### src/rtl/water_pump_ctrl.sv
// Tank pump controller: synchronises and debounces the 2-bit level sensor, runs the
// fill FSM with hysteresis, latches sensor/timeout faults until acked, drives the status letter.
module water_pump_ctrl #(
  parameter int DEBOUNCE = 4,
  parameter int MAX_FILL = 16
) (
  input  logic       clk_2,
  input  logic       reset_n,
  input  logic [1:0] sensor,
  input  logic       ack,
  output logic [7:0] seg,
  output logic       pump,
  output logic       alarm,
  output logic [1:0] state_o,
  output logic [7:0] fill_count
);
  typedef enum logic [1:0] {IDLE = 2'd0, FILL = 2'd1, FAULT = 2'd2} state_t;

  localparam logic [1:0] LVL_HIGH = 2'b00;
  localparam logic [1:0] LVL_NORM = 2'b01;
  localparam logic [1:0] LVL_LOW  = 2'b10;
  localparam logic [1:0] LVL_DEF  = 2'b11;
  localparam logic [3:0] DB_N     = 4'(DEBOUNCE);
  localparam logic [7:0] TMO_LAST = 8'(MAX_FILL - 1);

  logic [1:0] sync1, samp, level, cand;
  logic [1:0] level_nxt, cand_nxt;
  logic [3:0] db_cnt, cnt_nxt, cnt_inc;
  state_t     state, state_nxt;
  logic [7:0] timer, timer_nxt, fc_nxt;
  logic       tmo, tmo_nxt;
  logic [7:0] seg_nxt;
  logic       pump_nxt, alarm_nxt;

  // Debounce: a first differing sample counts as 1, so DEBOUNCE=1 accepts immediately.
  always_comb begin
    level_nxt = level;
    cand_nxt  = cand;
    cnt_nxt   = db_cnt;
    cnt_inc   = (samp != cand) ? 4'd1 : db_cnt + 4'd1;
    if (samp == level) begin
      cnt_nxt = '0;
    end else begin
      cand_nxt = samp;
      if (cnt_inc == DB_N) begin
        level_nxt = samp;
        cnt_nxt   = '0;
      end else begin
        cnt_nxt = cnt_inc;
      end
    end
  end

  always_comb begin
    state_nxt = state;
    timer_nxt = timer;
    tmo_nxt   = tmo;
    fc_nxt    = fill_count;
    case (state)
      IDLE: begin
        if (level == LVL_DEF) begin
          state_nxt = FAULT;
          tmo_nxt   = 1'b0;
        end else if (level == LVL_LOW) begin
          state_nxt = FILL;
          timer_nxt = '0;
        end
      end
      FILL: begin
        // High level outranks the timeout so a fill finishing on the last cycle counts.
        if (level == LVL_DEF) begin
          state_nxt = FAULT;
          tmo_nxt   = 1'b0;
        end else if (level == LVL_HIGH) begin
          state_nxt = IDLE;
          fc_nxt    = (fill_count == 8'hff) ? fill_count : fill_count + 8'd1;
        end else if (timer == TMO_LAST) begin
          state_nxt = FAULT;
          tmo_nxt   = 1'b1;
        end else begin
          timer_nxt = timer + 8'd1;
        end
      end
      FAULT: begin
        if (ack && level != LVL_DEF) begin
          state_nxt = IDLE;
          tmo_nxt   = 1'b0;
        end
      end
      default: state_nxt = IDLE;
    endcase
  end

  // Outputs are registered from next-state values so they move with the state/level registers.
  always_comb begin
    pump_nxt  = (state_nxt == FILL);
    alarm_nxt = (state_nxt == FAULT);
    seg_nxt   = 8'h54;
    if (state_nxt == FAULT) begin
      seg_nxt = tmo_nxt ? 8'h78 : 8'h5e;
    end else begin
      case (level_nxt)
        LVL_HIGH: seg_nxt = 8'h5f;
        LVL_NORM: seg_nxt = 8'h54;
        LVL_LOW:  seg_nxt = 8'h7c;
        default:  seg_nxt = 8'h5e;
      endcase
    end
  end

  always_ff @(posedge clk_2 or negedge reset_n) begin
    if (!reset_n) begin
      sync1      <= LVL_NORM;
      samp       <= LVL_NORM;
      level      <= LVL_NORM;
      cand       <= LVL_NORM;
      db_cnt     <= '0;
      state      <= IDLE;
      timer      <= '0;
      tmo        <= 1'b0;
      fill_count <= '0;
      pump       <= 1'b0;
      alarm      <= 1'b0;
      seg        <= 8'h54;
    end else begin
      sync1      <= sensor;
      samp       <= sync1;
      level      <= level_nxt;
      cand       <= cand_nxt;
      db_cnt     <= cnt_nxt;
      state      <= state_nxt;
      timer      <= timer_nxt;
      tmo        <= tmo_nxt;
      fill_count <= fc_nxt;
      pump       <= pump_nxt;
      alarm      <= alarm_nxt;
      seg        <= seg_nxt;
    end
  end

  assign state_o = state;

endmodule

### config.mk
export PLATFORM = sky130hd
export DESIGN_NAME = water_pump_ctrl
export DESIGN_NICKNAME = d
export VERILOG_FILES = /design/src/rtl/water_pump_ctrl.sv
export SDC_FILE = /design/constraint.sdc
export NUM_CORES = 1
export LEC_CHECK = 0
export BUFFER_PORTS_ARGS = -buffer_cell sky130_fd_sc_hd__buf_2
export CAP_MARGIN = 30
export CORE_UTILIZATION = 50
export CTS_CLUSTER_SIZE = 25
export DETAILED_ROUTE_END_ITERATION = 12
export PLACE_DENSITY = 0.73
export SLEW_MARGIN = 0
export SYNTH_ARGS = -nofsm -noshare
export SYNTH_HDL_FRONTEND = slang
export SYNTH_SLANG_ARGS = --single-unit
### constraint.sdc
create_clock -name clk_2 -period 2.8 [get_ports clk_2]
set_clock_uncertainty 0.1 [all_clocks]
set_input_delay 0 -clock clk_2 [delete_from_list [all_inputs] [get_ports clk_2]]
set_output_delay 0 -clock clk_2 [all_outputs]
set_load 0.01 [all_outputs]
== Word level (Yosys, flattened, before mapping) ==
Index checks and enable logic that the tools add are counted.
Widths: inputs -> output; s select.
Word-level totals
  output and inout port bits: 20
  word-level logic and storage cells: 70
  flip-flop bits (word level): 41
  input bits: 5
Cells by class
  reduce and logical (&&, ||, !) cells: 7
  eq/ne operators: 19
  mux-type cells: 27
  $add $sub $neg: 3
  bitwise logic cells: 2
Operators with widths (number)
  $mux 8: 5
  $pmux 6 s3: 1
  $add 8x1->8 const B: 2
  $mux 2: 8
  $pmux 8 s2: 1
  $mux 4: 3
  $mux 6: 2
  $ne 2x2->1 const B: 6
  $eq 2x2->1 const B: 5
  $eq 8x4->1 const B: 1
  $eq 8x8->1 const B: 1
  $eq 2x1->1 const B: 3
  $logic_not 2->1: 3
  $pmux 2 s3: 1
  $reduce_and 6->1: 1
  $mux 1: 5
  $add 4x1->4 const B: 1
  $eq 4x3->1 const B: 1
  $reduce_and 4->1: 1
  $pmux 1 s3: 1
  $eq 2x2->1: 1
  $ne 2x2->1: 1
  $not 1->1: 2
  $reduce_bool 2->1: 1
  $logic_and 1x1->1: 1

== Logic depth before layout (Yosys ltp) ==
Gate-level depths: netlist of run 1.
  word-level depth: 8
  gate-level depth with buffers: 7

== Worst setup path after synthesis of run 1 ==
OpenSTA, ideal clock, no wires.
  path type: reg2reg
  start point: register db_cnt[1]
  end point: register seg[5]
  cell stages (with the launch flop): 8
  setup time: 0.125 ns
  required time: 2.575 ns
  path slack: 0.485 ns
  arrival: 2.090 ns
  buffers on the path: 0
  period minus slack after synthesis: 2.315 ns
  cell sequence: dfrtp_1 -> ha_1 -> nor3b_1 -> a31oi_1 -> nor3_1 -> mux2_2 -> ha_1 -> mux2_4
On the way
  longest elaborated chain between the ends: 8
  elaborated cells between the ends (all ways): 10
  those cells by class: add/sub: 1; eq/ne: 3; mux: 5; reduce/logical: 1
Ends and longest elaborated chain
  start: declaration: RTL line 28  | logic [3:0] db_cnt, cnt_nxt, cnt_inc;
  start signal: assignment: RTL line 130  | db_cnt <= cnt_nxt;
  $add 4x1->4 (*): RTL line 40  | cnt_inc = (samp != cand) ? 4'd1 : db_cnt + 4'd1;
  $mux 4 (*): RTL line 40
  $eq 4x3->1 (*): RTL line 45  | if (cnt_inc == DB_N) begin
  $mux 2 (*): RTL line 45
  $mux 2 (*): RTL line 41  | if (samp == level) begin
  via level_nxt[1]: RTL line 27  | logic [1:0] level_nxt, cand_nxt;
  $eq 2x2->1 (tied with other cells): RTL line 102  | case (level_nxt)
  $pmux 6 s3 (*): RTL line 102
  $mux 6 (*): RTL line 99  | if (state_nxt == FAULT) begin
  via seg_nxt[5]: RTL line 32  | logic [7:0] seg_nxt;
  end signal: assignment: RTL line 137  | seg <= seg_nxt;
  end: declaration: RTL line 11  | output logic [7:0] seg,
Mark *: on every way through the listed nets, which the timed path passes. The rest lies on a longest branch.
A chain may end at the register's enable or synchronous reset.

== Final worst setup path of run 1 ==
Ends and elaborated chain as after synthesis.

==> impl_metrics.xml, run 1 <==
<?xml version="1.0" encoding="UTF-8"?>
<metrics>
  <group name="run_status">
    <metric name="run_status" unit="">finished, final reports clean</metric>
  </group>
  <group name="timing">
    <metric name="tightestPinTransition" unit="ns">0.809</metric>
    <metric name="relSlewSlack" unit="">0.460</metric>
    <metric name="grt_setup_unrepaired" unit="">false</metric>
    <metric name="postLayoutSetupSlackWorst" unit="ns">0.505</metric>
    <metric name="timing.fmax" unit="GHz">0.436</metric>
    <metric name="finalWorstPathRequiredPeriod" unit="ns">2.29</metric>
    <metric name="finalSetupViolCount" unit="">0</metric>
    <metric name="layout_worst_path_cycle_share" unit="">0.820</metric>
    <metric name="timing_hold_violations_final" unit="">0</metric>
    <metric name="tns" unit="ns">0</metric>
    <metric name="timing.final.max_slew_violations" unit="">0</metric>
  </group>
  <group name="run">
    <metric name="max_cap_violations" unit="">0</metric>
  </group>
  <group name="synth">
    <metric name="synthTopCellsByCount" unit="">33 x dfrtp_1, 13 x xnor2_1, 9 x o21ai_0</metric>
    <metric name="synthCells" unit="">159</metric>
    <metric name="yosys_warnings" unit="">0</metric>
    <metric name="synthesis.area_per_instance" unit="sq um">11.6</metric>
    <metric name="synth_seq_cells" unit="">38</metric>
    <metric name="synth_largest_area_cell" unit="">dfrtp_1</metric>
    <metric name="seq_area_frac_synth" unit="">0.519</metric>
    <metric name="post_synth_main_area_contributors" unit="">dfrtp_1 45%, dfstp_2 7.1%, xnor2_1 6.2%</metric>
    <metric name="synth_top_cell_area_share" unit="">0.448</metric>
    <metric name="synth_enable_flop_cells" unit="">0</metric>
    <metric name="synthFlopType" unit="">dfrtp_1</metric>
    <metric name="netlist_area" unit="sq um">1840</metric>
    <metric name="ys_types" unit="">41</metric>
    <metric name="ys_async_rst_share" unit="">1.00</metric>
    <metric name="cell_with_the_most_instances_after_synthesis" unit="">dfrtp_1</metric>
  </group>
  <group name="placed_design">
    <metric name="numPortBuffers" unit="">21</metric>
    <metric name="pre_cts_ws" unit="ns">0.542</metric>
    <metric name="globalplace.congestion" unit="">0.819</metric>
    <metric name="detailed_place_hpwl" unit="microns">2300</metric>
  </group>
  <group name="layout">
    <metric name="n_antenna_cell" unit="">0</metric>
    <metric name="num-nets-final" unit="">198</metric>
    <metric name="layout.area.seq" unit="sq um">957</metric>
    <metric name="layout-drive-gt1-share" unit="">0.250</metric>
    <metric name="nFillCells" unit="">279</metric>
    <metric name="syn2layout_area_growth" unit="%">13.8</metric>
    <metric name="multi_input_gate_area_in_the_final_layout" unit="sq um">803</metric>
  </group>
  <group name="global_route">
    <metric name="grt.total_usage" unit="">0.198</metric>
    <metric name="globalRouteOverflowTotal" unit="">0</metric>
    <metric name="pin_count_of_the_biggest_net_entering_global_routing" unit="">39</metric>
    <metric name="antenna_found_initial" unit="">0</metric>
    <metric name="global_route_wire_length_before_repair" unit="microns">5970</metric>
    <metric name="grt_pass1_vias" unit="">1296</metric>
  </group>
  <group name="setup_path">
    <metric name="critPathSlowestCell" unit="">dfrtp_1</metric>
    <metric name="timing.critical_path.max_delay_family" unit="">multiplexers</metric>
    <metric name="timing.critical_path.to_type" unit="">register</metric>
    <metric name="critical_path.reg2reg.startpoint" unit="">db_cnt[1]$_DFF_PN0_</metric>
    <metric name="crit_cells" unit="">8</metric>
    <metric name="crit_path_cell_trace" unit="">ha_1 &gt; nor3b_1 &gt; a31oi_1 &gt; nor3_1 &gt; buf_4 &gt; mux2_2 &gt; ha_1 &gt; mux2_4</metric>
    <metric name="critical_path.startpoint" unit="">db_cnt[1]$_DFF_PN0_</metric>
    <metric name="number_of_cell_instances_on_the_worst_register_to_register_path" unit="">8</metric>
    <metric name="timing.critical_path.from_type" unit="">register</metric>
    <metric name="cp_data_required_time" unit="ns">2.88</metric>
    <metric name="critical-path-top-cell-by-count" unit="">ha_1</metric>
    <metric name="arrival" unit="ns">2.37</metric>
    <metric name="setup.worst_path.end" unit="">seg[5]$_DFF_PN0_</metric>
    <metric name="regToRegSetupSlack" unit="ns">0.51</metric>
    <metric name="worstPathMaxFanout" unit="">5</metric>
    <metric name="setup.worst_path.class" unit="">register to register</metric>
    <metric name="critical_path.n_buffers_inverters" unit="">1</metric>
    <metric name="slowest_delay" unit="ns">0.41</metric>
    <metric name="r2r_end" unit="">seg[5]$_DFF_PN0_</metric>
  </group>
  <group name="clock_tree">
    <metric name="cts.hold.buffers_added" unit="">3</metric>
    <metric name="postCtsSetupBuffers" unit="">0</metric>
    <metric name="post_cts_resize_count" unit="">0</metric>
    <metric name="cts_tree" unit="">done</metric>
    <metric name="worstSkewPairLatency" unit="ns">0.29</metric>
    <metric name="cts_made_buffers" unit="">5</metric>
    <metric name="cts_htree_levels" unit="">2</metric>
    <metric name="path_clk_slew" unit="ns">0.07</metric>
    <metric name="cts.root.buffer_cell" unit="">clkbuf_8</metric>
    <metric name="clockBufferDepth" unit="">2</metric>
    <metric name="cts.sink_count" unit="">38</metric>
  </group>
  <group name="routing">
    <metric name="drt_iter0_markers" unit="">70</metric>
    <metric name="detail_route.vias_per_cell" unit="">5.47</metric>
    <metric name="drt_pre_antenna_iters" unit="">7</metric>
    <metric name="detail_route.wirelength" unit="microns">3260</metric>
    <metric name="drt.antenna.violating_nets" unit="">0</metric>
    <metric name="number_of_drc_violations_after_detailed_routing" unit="">0</metric>
    <metric name="routedWlPerCell" unit="microns">13.9</metric>
    <metric name="num_vias" unit="">1280</metric>
  </group>
  <group name="worst_hold_path">
    <metric name="worst_hold_startpoint" unit="">ack</metric>
    <metric name="hold_class" unit="">primary input to register</metric>
  </group>
  <group name="floorplan">
    <metric name="floorplan.initialDensity" unit="">0.536</metric>
    <metric name="die_extent_in_y" unit="microns">62.7</metric>
    <metric name="die-width" unit="microns">62.7</metric>
    <metric name="floorplan.io_pins" unit="">25</metric>
    <metric name="core" unit="sq um">3440</metric>
    <metric name="fp-row-count" unit="">21</metric>
    <metric name="die_area" unit="sq um">3940</metric>
  </group>
  <group name="power">
    <metric name="power.total" unit="W">0.00157</metric>
    <metric name="cellPowerDensity" unit="nW/um^2">749</metric>
    <metric name="ir_drop" unit="mV">0.391</metric>
    <metric name="leakagePower" unit="nW">0.943</metric>
  </group>
</metrics>
==> through the flow <==
| stage | area (sq um) | hold slack, ns | utilization | std cells |
|---|---|---|---|---|
| floorplan | 1850 | -0.396 | - | 160 |
| global placement | 1980 | 0.00727 | 0.574 | 223 |
| global route | 2100 | 0.0485 | 0.610 | 234 |
| finish | 2100 | 0.0338 | 0.610 | 234 |
| detailed placement | 1980 | 0.00999 | 0.574 | 223 |
| CTS | 2100 | 0.0136 | 0.610 | 234 |
==> logic make-up (layout without fill, tap and decap cells) <==
family	after synthesis	after routing	synth area share
flops	38	38	0.519
compound gates	21	21	0.0834
xor+xnor	20	20	0.0950
other cells	2	3	0.00407
fa+ha+maj	6	6	0.0407
mux	10	10	0.0590
simple gates	47	47	0.151
buf+inv	15	43	0.0475
==> layout by cell type, fill, tap and decap left out, types with 3 or more instances in the layout <==
cell type / instances
a21oi_1: 4
and2_1: 3
buf_2: 21
clkbuf_8: 6
conb_1: 3
dfrtp_1: 33
dfstp_2: 5
dlygate4sd3_1: 3
ha_1: 6
inv_1: 8
mux2_2: 3
mux2i_1: 6
nand2_1: 7
nand2b_1: 6
nand3_1: 6
nand4_1: 4
nor2_1: 4
nor4_1: 3
o21ai_0: 9
or3_1: 3
xnor2_1: 13
xor2_1: 7
==> layout make-up <==
| class | count | share of cell area |
|---|---|---|
| flip-flops and latches | 38 | 0.456 |
| multi-input cells | 107 | 0.383 |
| repair buffers | 26 | 0.0716 |
| clock buffers | 7 | 0.0411 |
| well taps | 46 | 0.0274 |
| inverters | 9 | 0.0185 |
| clock inverters | 1 | 0.00239 |
==> report_power, final <==
group          total (W)  leakage [nW]  switching, W  internal (W)
registers       0.000772         0.482      0.000118      0.000654
clock network   0.000375        0.0482      0.000176      0.000198
logic           0.000425         0.413      0.000221      0.000205
==> worst min-delay path, delay by kind of cell <==
kind	cells	cell delay, ns
simple gates	1	0.11
compound gates	1	0.17
buf+inv	1	0.09
==> worst min path at each step <==
stage	endpoint	slack, ns	depth (start not counted)
3_5_place_dp	sync1[0]$_DFF_PN1_	0.01	1
3_3_place_gp	sync1[0]$_DFF_PN1_	0.007	1
4_1_cts	tmo$_DFF_PN0_	0.01	3
6_report	tmo$_DFF_PN0_	0.03	3
2_1_floorplan	alarm$_DFF_PN0_	-0.40	0
5_1_grt	tmo$_DFF_PN0_	0.05	3
==> registers in the layout (all words and copies together), names as in the netlist <==
name / flops
fill_count: 8
timer: 8
seg: 5
db_cnt: 4
cand: 2
level: 2
samp: 2
state_o: 2
sync1: 2
alarm: 1
pump: 1
tmo: 1
==> metal layers <==
metal | vias to the layer above | wire, microns | part of all wire | global-route usage
li1 | 609 | - | - | -
met1 | 619 | 1450 | 0.44 | 0.236
met2 | 42 | 1580 | 0.48 | 0.327
met3 | 10 | 158 | 0.048 | 0.0547
met4 | 0 | 79 | 0.024 | 0.0988
met5 | - | 0 | 0 | 0
Power figures use the tool's default switching activity.
==> run 2, diff against run 1 <==
ABC_AREA = 1   (was not set)
PLACE_DENSITY = 0.75   (was 0.73)
clock period = 1.9 ns   (was 2.8 ns; I/O delays follow)
==> run 2 against run 1 <==
  * The flow now finishes with violations (setup timing)
  * Via count increased by 24%
  * Utilization is 2.6 points higher
  * Maximum frequency up 18%
  * Critical path type unchanged
==> impl_metrics.xml, run 2 <==
<?xml version="1.0" encoding="UTF-8"?>
<metrics>
  <group name="layout">
    <metric name="syn2layout_area_growth" unit="%">22.4</metric>
    <metric name="biggestRegsByFlops" unit="">fill_count (8), timer (8), seg (5)</metric>
    <metric name="num-nets-final" unit="">285</metric>
    <metric name="layout-drive-gt1-share" unit="">0.331</metric>
    <metric name="final_common_cell" unit="">nand2_1</metric>
    <metric name="layout.area.seq" unit="sq um">957</metric>
    <metric name="nFillCells" unit="">330</metric>
    <metric name="post_layout_utilization_of_the_core" unit="">0.636</metric>
    <metric name="n_antenna_cell" unit="">0</metric>
    <metric name="multi_input_gate_area_in_the_final_layout" unit="sq um">1010</metric>
    <metric name="finish.cell_count_without_fillers" unit="">325</metric>
    <metric name="layout_common_cells" unit="">58 x nand2_1, 33 x dfrtp_1, 25 x inv_1</metric>
  </group>
  <group name="worst_hold_path">
    <metric name="hold_class" unit="">primary input to register</metric>
  </group>
  <group name="run_status">
    <metric name="run_status" unit="">complete, but fails checks</metric>
    <metric name="violations_in_the_final_reports" unit="">setup timing</metric>
  </group>
  <group name="global_route">
    <metric name="grt.total_usage" unit="">0.188</metric>
    <metric name="global_route_wire_length_before_repair" unit="microns">6160</metric>
    <metric name="pin_count_of_the_biggest_net_entering_global_routing" unit="">39</metric>
    <metric name="grt_pass1_vias" unit="">1420</metric>
    <metric name="antenna_found_initial" unit="">0</metric>
    <metric name="globalRouteOverflowTotal" unit="">0</metric>
  </group>
  <group name="timing">
    <metric name="tightestPinTransition" unit="ns">0.808</metric>
    <metric name="timing.final.max_slew_violations" unit="">0</metric>
    <metric name="postLayoutSetupSlackWorst" unit="ns">-0.0453</metric>
    <metric name="timing_hold_violations_final" unit="">0</metric>
    <metric name="worst_hold_slack" unit="ns">0.0757</metric>
    <metric name="layout_worst_path_cycle_share" unit="">1.02</metric>
    <metric name="finalSetupViolCount" unit="">2</metric>
    <metric name="grt_setup_unrepaired" unit="">true</metric>
    <metric name="finalWorstPathRequiredPeriod" unit="ns">1.95</metric>
    <metric name="relSlewSlack" unit="">0.461</metric>
    <metric name="timing.fmax" unit="GHz">0.514</metric>
  </group>
  <group name="synth">
    <metric name="cell_with_the_most_instances_after_synthesis" unit="">nand2_1</metric>
    <metric name="yosys_warnings" unit="">0</metric>
    <metric name="seq_area_frac_synth" unit="">0.461</metric>
    <metric name="synthFlopType" unit="">dfrtp_1</metric>
    <metric name="netlist_area" unit="sq um">2080</metric>
    <metric name="synth_seq_cells" unit="">38</metric>
    <metric name="synth_enable_flop_cells" unit="">0</metric>
    <metric name="synth_largest_area_cell" unit="">dfrtp_1</metric>
    <metric name="ys_types" unit="">35</metric>
    <metric name="ys_async_rst_share" unit="">1.00</metric>
    <metric name="post_synth_main_area_contributors" unit="">dfrtp_1 40%, nand2_1 11%, dfstp_2 6.3%</metric>
    <metric name="synthesis.area_per_instance" unit="sq um">9.03</metric>
    <metric name="synthTopCellsByCount" unit="">62 x nand2_1, 33 x dfrtp_1, 25 x inv_1</metric>
    <metric name="synth_top_cell_area_share" unit="">0.398</metric>
    <metric name="synthCells" unit="">230</metric>
  </group>
  <group name="floorplan">
    <metric name="die_area" unit="sq um">4420</metric>
    <metric name="core" unit="sq um">4000</metric>
    <metric name="floorplan.io_pins" unit="">25</metric>
    <metric name="die_extent_in_y" unit="microns">66.5</metric>
    <metric name="fp-row-count" unit="">23</metric>
    <metric name="floorplan.initialDensity" unit="">0.519</metric>
    <metric name="die-width" unit="microns">66.5</metric>
  </group>
  <group name="power">
    <metric name="cellPowerDensity" unit="nW/um^2">1220</metric>
    <metric name="leakagePower" unit="nW">1.32</metric>
    <metric name="ir_drop" unit="mV">0.599</metric>
    <metric name="power.total" unit="W">0.00311</metric>
  </group>
  <group name="setup_path">
    <metric name="crit_path_cell_trace" unit="">ha_2 &gt; xor2_2 &gt; nand2_2 &gt; nor2_4 &gt; nand2_2 &gt; nand2_2 &gt; nand2_2 &gt; ha_1 &gt; inv_1 &gt; nand3_1 &gt; nand2_1</metric>
    <metric name="critical-path-top-cell-by-count" unit="">nand2_2</metric>
    <metric name="setup.worst_path.class" unit="">register to register</metric>
    <metric name="critPathSlowestCell" unit="">dfrtp_1</metric>
    <metric name="arrival" unit="ns">2.03</metric>
    <metric name="slowest_delay" unit="ns">0.39</metric>
    <metric name="cp_data_required_time" unit="ns">1.99</metric>
    <metric name="timing.critical_path.to_type" unit="">register</metric>
    <metric name="timing.critical_path.from_type" unit="">register</metric>
    <metric name="worstPathMaxFanout" unit="">4</metric>
  </group>
  <group name="placed_design">
    <metric name="numPlacedInstances" unit="">302</metric>
    <metric name="globalplace.congestion" unit="">0.801</metric>
    <metric name="numPortBuffers" unit="">21</metric>
    <metric name="detailed_place_hpwl" unit="microns">2620</metric>
    <metric name="pre_cts_ws" unit="ns">-0.0818</metric>
  </group>
  <group name="routing">
    <metric name="drt_pre_antenna_iters" unit="">4</metric>
    <metric name="routedWlPerCell" unit="microns">11.8</metric>
    <metric name="detail_route.wirelength" unit="microns">3850</metric>
    <metric name="drt_iter0_markers" unit="">113</metric>
    <metric name="num_vias" unit="">1590</metric>
    <metric name="detail_route.vias_per_cell" unit="">4.89</metric>
    <metric name="drt.antenna.violating_nets" unit="">0</metric>
    <metric name="number_of_drc_violations_after_detailed_routing" unit="">0</metric>
  </group>
  <group name="clock_tree">
    <metric name="cts.root.buffer_cell" unit="">clkbuf_8</metric>
    <metric name="path_clk_slew" unit="ns">0.08</metric>
    <metric name="cts_made_buffers" unit="">5</metric>
    <metric name="cts_tree" unit="">done</metric>
    <metric name="cts_htree_levels" unit="">2</metric>
    <metric name="cts.sink_count" unit="">38</metric>
    <metric name="worstSkewPairLatency" unit="ns">0.29</metric>
    <metric name="clockBufferDepth" unit="">2</metric>
  </group>
  <group name="run">
    <metric name="max_cap_violations" unit="">0</metric>
  </group>
</metrics>
## run 2: repair_timing
action	4_1_cts	5_1_grt
hold buffers	3	0
endpoints found under the setup margin	2	4
endpoints found under the hold margin	35	0
setup buffers	6	6
pin swaps	3	5
resized for setup	1	6
## run 2: through the flow
| stage | TNS (ns) | area, sq um |
|---|---|---|
| detailed placement | -0.0865 | 2250 |
| CTS | -0.0201 | 2470 |
| global placement | 0 | 2250 |
| global route | -0.278 | 2540 |
| finish | -0.0499 | 2540 |
| floorplan | 0 | 2080 |
## run 2: worst paths after layout
kind                                      from              endpoint  slack (ns)  cells past startpoint
setup / recovery           db_cnt[0]$_DFF_PN0_      seg[1]$_DFF_PN0_       -0.05                     11
hold / removal                             ack         tmo$_DFF_PN0_        0.08                      4
setup reg to reg           db_cnt[0]$_DFF_PN0_      seg[1]$_DFF_PN0_       -0.05                     11
hold reg to reg             sync1[0]$_DFF_PN1_     samp[0]$_DFF_PN1_        0.26                      0
max in group asynchronous              reset_n   db_cnt[0]$_DFF_PN0_        0.94                      2
min in group asynchronous              reset_n  timer[6]$_DFFE_PN0P_        0.25                      2
## run 2: layout make-up
cell class,instances,share of cell area
multi-input cells,159,0.399
clock buffers,6,0.0325
flip-flops and latches,38,0.376
inverters,31,0.0468
repair buffers,39,0.0974
clock inverters,2,0.0236
well taps,50,0.0246
## run 2: logic make-up (layout without fill, tap and decap cells)
logic type / count (synthesis) / in the layout / synth area share
simple gates: 118 / 118 / 0.306
xor+xnor: 12 / 12 / 0.0578
other cells: 2 / 3 / 0.00362
compound gates: 20 / 20 / 0.0675
fa+ha+maj: 6 / 6 / 0.0361
buf+inv: 34 / 78 / 0.0681
flops: 38 / 38 / 0.461
## run 2: power breakdown
group	internal (W)	leakage (nW)	total, W	switching (W)
Sequential	0.000988	0.484	0.00112	0.000136
Combinational	0.000471	0.760	0.00114	0.000674
Clock	0.000560	0.0714	0.000838	0.000278
## run 2: layer usage
layer / routed length, microns / GRT usage / up-vias
met3: 129 / 0.0462 / 12
met5: 0 / 0 / -
li1: - / - / 803
met2: 1910 / 0.316 / 41
met4: 95 / 0.0798 / 0
met1: 1710 / 0.227 / 734
## run 2: worst max-delay path: cells and delay by family (launching register included)
kind / cells / cell delay (ns)
XOR/XNOR: 1 / 0.19
flip-flops: 1 / 0.39
adder cells (fa/ha/maj): 2 / 0.49
AND/OR/NAND/NOR: 7 / 0.62
buffers and inverters: 1 / 0.04
